--- src/rtl/regfile_wb_scheduler.sv ---
// Register-file write-port scheduler and destination scoreboard: two writeback sources share one
// registered write port, busy bits track pending destinations. Define WB_RR_ARB_EN for round-robin arbitration.
module regfile_wb_scheduler #(
    parameter int NREG = 32,
    parameter int AW   = 5,
    parameter int DW   = 32
) (
    input  logic            clk,
    input  logic            rst_n,
    input  logic            iss_valid,
    input  logic [AW-1:0]   iss_rd,
    output logic            iss_ready,
    input  logic [AW-1:0]   q_rs1,
    input  logic [AW-1:0]   q_rs2,
    output logic            rs1_busy,
    output logic            rs2_busy,
    input  logic            src0_valid,
    input  logic [AW-1:0]   src0_rd,
    input  logic [DW-1:0]   src0_data,
    output logic            src0_ready,
    input  logic            src1_valid,
    input  logic [AW-1:0]   src1_rd,
    input  logic [DW-1:0]   src1_data,
    output logic            src1_ready,
    output logic            rf_we,
    output logic [AW-1:0]   rf_waddr,
    output logic [DW-1:0]   rf_wdata,
    output logic [NREG-1:0] busy,
    output logic            wb_unexp
);

    typedef struct packed {
        logic [AW-1:0] rd;
        logic [DW-1:0] data;
    } wb_req_t;

    logic      grant0, grant1;
    wb_req_t   win;
    logic      wr_en;
    logic      iss_set;
    logic [NREG-1:0] busy_nxt;

`ifdef WB_RR_ARB_EN
    // rr_ptr=0 favours src1, rr_ptr=1 favours src0; it flips to the loser after every grant
    logic rr_ptr;

    assign grant1 = src1_valid & (~src0_valid | ~rr_ptr);

    always_ff @(posedge clk) begin
        if (!rst_n)
            rr_ptr <= 1'b0;
        else if (grant1)
            rr_ptr <= 1'b1;
        else if (grant0)
            rr_ptr <= 1'b0;
    end
`else
    assign grant1 = src1_valid;
`endif

    assign grant0     = src0_valid & ~grant1;
    assign src0_ready = grant0;
    assign src1_ready = grant1;

    assign win   = grant1 ? '{rd: src1_rd, data: src1_data} : '{rd: src0_rd, data: src0_data};
    assign wr_en = (grant0 | grant1) & (win.rd != '0);

    // No bypass: busy stays visible until the edge after the file commits the value
    assign iss_ready = ~busy[iss_rd] | (iss_rd == '0);
    assign rs1_busy  = busy[q_rs1] & (q_rs1 != '0);
    assign rs2_busy  = busy[q_rs2] & (q_rs2 != '0);
    assign iss_set   = iss_valid & iss_ready & (iss_rd != '0);

    always_comb begin
        busy_nxt = busy;
        if (rf_we)
            busy_nxt[rf_waddr] = 1'b0;
        if (iss_set)
            busy_nxt[iss_rd] = 1'b1;
        busy_nxt[0] = 1'b0;
    end

    always_ff @(posedge clk) begin
        if (!rst_n) begin
            busy     <= '0;
            rf_we    <= 1'b0;
            rf_waddr <= '0;
            rf_wdata <= '0;
            wb_unexp <= 1'b0;
        end else begin
            busy     <= busy_nxt;
            rf_we    <= wr_en;
            wb_unexp <= rf_we & (rf_waddr != '0) & ~busy[rf_waddr];
            if (wr_en) begin
                rf_waddr <= win.rd;
                rf_wdata <= win.data;
            end
        end
    end

endmodule
--- config.mk ---
export PLATFORM = sky130hd
export DESIGN_NAME = regfile_wb_scheduler
export DESIGN_NICKNAME = d
export VERILOG_FILES = /design/src/rtl/regfile_wb_scheduler.sv
export SDC_FILE = /design/constraint.sdc
export NUM_CORES = 1
export LEC_CHECK = 0
export ABC_AREA = 1
export CORE_MARGIN = 5
export CORE_UTILIZATION = 45
export DETAILED_ROUTE_END_ITERATION = 10
export DONT_BUFFER_PORTS = 1
export PLACE_DENSITY = 0.7
export SLEW_MARGIN = 20
export SYNTH_ARGS = -nofsm -noshare
export SYNTH_HDL_FRONTEND = slang
export SYNTH_SLANG_ARGS = --single-unit
--- constraint.sdc ---
create_clock -name clk -period 1.45 [get_ports clk]
set_input_delay 0.2175 -clock clk [delete_from_list [all_inputs] [get_ports clk]]
set_output_delay 0.2175 -clock clk [all_outputs]
set_load 0.01 [all_outputs]
==> out/metrics.yaml <==
status: "finished, violations left"
violations: "setup timing"
routabilityCongestion: 0.9978
yosysMostFrequentCell: "nand2_1"
worstPathMaxFanout: 4
clk_latency_ps: 350
area_growth_pct: 23.44
clock-skew-final_ps: 11.12
synth_area_leader_cell: "dfxtp_1"
vias_per_cell: 5.934
grt_pass1_wl_um: 23790
wire_per_inst_um: 19.29
num_antenna_cells: 0
synth_area_um2: 4424
max-vdd-ir-drop_mv: 0.6504
synthCells: 662
tns_ps: -3334
timing.critical_path.mode_cell: "nand2_1"
rows: 36
cts.htree.levels: 3
synthArstFlopShare_pct: 0
rsz0062_at_grt: "true"
gr-total-overflow: 0
synth.net_count: 756
dp_hpwl_um: 11940
cts_max_path_buffers: 2
clockRootBuffer: "clkbuf_8"
p_leak_uw: 0.002297
dr.pass1.iters: 5
final_layout_size_suffix_gt1_share_pct: 24.10
cp_slowest_cell: "dfxtp_1"
fin_crit_sh_pct: 126.6
cp_slowest_stage_delay_ps: 350
synth_seq_area_share_pct: 31.67
wl_um: 16570
synth_top_area_share_pct: 31.67
critPathArrivalTime_ps: 1620
final_util_pct: 56.40
fp.dieW_um: 109.2
cts_tree: "built"
worstSetupStartpointType: "flop"
setup_ws_ps: -385.5
drc: 0
vias: 5097
num_io_pins: 170
start_util_pct: 45.68
first_iter_violations: 533
clkTransAtPathRegs_ps: 80
crit_family: "simple AND/OR/NAND/NOR gates"
cp-end-kind: "output port"
core_area_um2: 9684
power_density_nw_per_um2: 788.5
portBuffers: 0
syn_avg_cell_area_um2: 6.683
synth_ff_type: "dfxtp_1"
report.final.slew_viol_count: 0
ys_warn_count: 0
nNetsFinal: 816
grt.total_usage_pct: 25.64
die_area_um2: 11910
synth-edff-count: 0
ys_seq_elements: 70
cap_violations: 0
setup-violations-final: 34
grt_pass1_vias: 4613
drtAntennaViolNets: 0
die_height_um: 109.2
netlist_top_cells_count: "120 x nand2_1, 86 x a21oi_1, 74 x o21ai_0, 70 x dfxtp_1, 54 x inv_1"
worstPathCellList: "nand2_1 -> nand2_1 -> nand2_1 -> nand2_1 -> nand2_2 -> nand2_2 -> nor4_4 -> buf_4"
cts.sinks: 70
synthTopCellsByArea: "dfxtp_1 32%, nand2_1 10%, a21oi_1 9.7%"
final_hold_viol_count: 0
synth.distinct_cells: 26
cts_buffers: 9
path_buf_inv: 1
cp_data_required_time_ps: 1230
grt_max_degree: 54
fmaxAchievable_mhz: 544.8
period_needed_ps: 1835
path_class: "reg -> out"
antenna_found_initial: 0
hold_ws_ps: 20.48
hold_path.class: "in -> reg"
==> worst paths after layout <==
| path | from | to | slack (ps) | cells after the start |
|---|---|---|---|---|
| worst max-delay path | busy[18]$_SDFF_PN0_ | iss_ready | -390 | 8 |
| worst min-delay path | rst_n | rf_wdata[31]$_SDFFE_PN0P_ | 20 | 2 |
| worst max register to register | busy[18]$_SDFF_PN0_ | busy[10]$_SDFF_PN0_ | -140 | 11 |
| worst min register to register | rf_waddr[0]$_SDFFE_PN0P_ | rf_waddr[0]$_SDFFE_PN0P_ | 520 | 2 |
==> through the flow <==
stage               power (µW)  area, µm²  cells  setup WS (ps)
global route              4511       5461    859         -442.0
detailed placement        2892       4941    829         -107.8
global placement          2872       4941    829         -101.8
finish                    4306       5461    859         -385.5
CTS                       4299       5373    860         -377.3
floorplan                 2735       4432    662          40.87
==> kinds of logic after synthesis <==
family	share of synthesized area, %
compound gates	25.88
simple gates	23.76
flops	31.67
buf+inv	11.14
mux	7.466
other cells	0.08476
==> registers in the layout, summed over array words and instances (netlist names) <==
signal / count
busy: 31
rf_we: 1
rf_wdata: 32
rf_waddr: 5
wb_unexp: 1
==> cell type report <==
class	count	area, µm²
clock buffers	9	123.9
well taps	133	166.4
repair buffers	93	795.8
clock inverters	6	38.79
flip-flops and latches	70	1439
multi-input cells	491	2681
fillers	933	4223
inverters	57	216.5
==> layer usage <==
metal / up-vias / GRT usage [%] / part of all wire, % / routed length (µm)
li1: 2415 / - / - / -
met1: 2359 / 32.77 / 40 / 6704
met2: 273 / 40.35 / 47 / 7731
met3: 50 / 8.171 / 9.7 / 1610
met4: 0 / 9.468 / 3.2 / 522
met5: - / 0 / 0 / 0
==> where the power goes <==
group	leakage (µW)	total [µW]	internal (µW)	switching, µW
clock	0.0000813	1390	608	781
combinational	0.00163	764	296	468
sequential	0.000587	2150	2030	126
==> worst reg2reg max path, delay by kind of cell, from the launching register on <==
family | cells | cell delay (ps)
AOI/OAI and AO/OA | 1 | 160
and+or+nand+nor | 8 | 690
buffers and inverters | 2 | 320
DFF | 1 | 350
==> placed cells by master, fill, tap and decap left out <==
master,count
nor3_4,1
buf_6,18
dfxtp_2,18
o21ai_0,59
nand4_1,32
clkbuf_8,9
clkinvlp_4,2
nor2_1,48
nor3_2,4
o21ai_1,39
nand3_2,3
inv_4,1
a31oi_1,2
dfxtp_4,4
nand3_1,17
inv_6,1
nand2_2,10
nand2_1,110
o31ai_2,1
a21oi_1,76
nor4_4,1
clkinv_1,1
conb_1,1
dfxtp_1,48
dlygate4sd3_1,2
a22oi_1,12
mux2i_1,33
o211ai_1,11
buf_12,2
inv_1,47
buf_4,71
nor2_4,2
clkinv_2,3
o21ai_2,1
nor3_1,12
o31ai_1,1
a22oi_2,2
inv_2,8
a21oi_2,10
nor2_2,3
==> timing repair <==
action	4_1_cts	5_1_grt
endpoints found under the setup margin	15	35
resized for setup	60	49
hold buffers	1	1
endpoints found under the hold margin	15	2
gates cloned	3	1
pin swaps	26	38
setup buffers	13	6
Note: power is estimated with default switching activity, not from simulation.
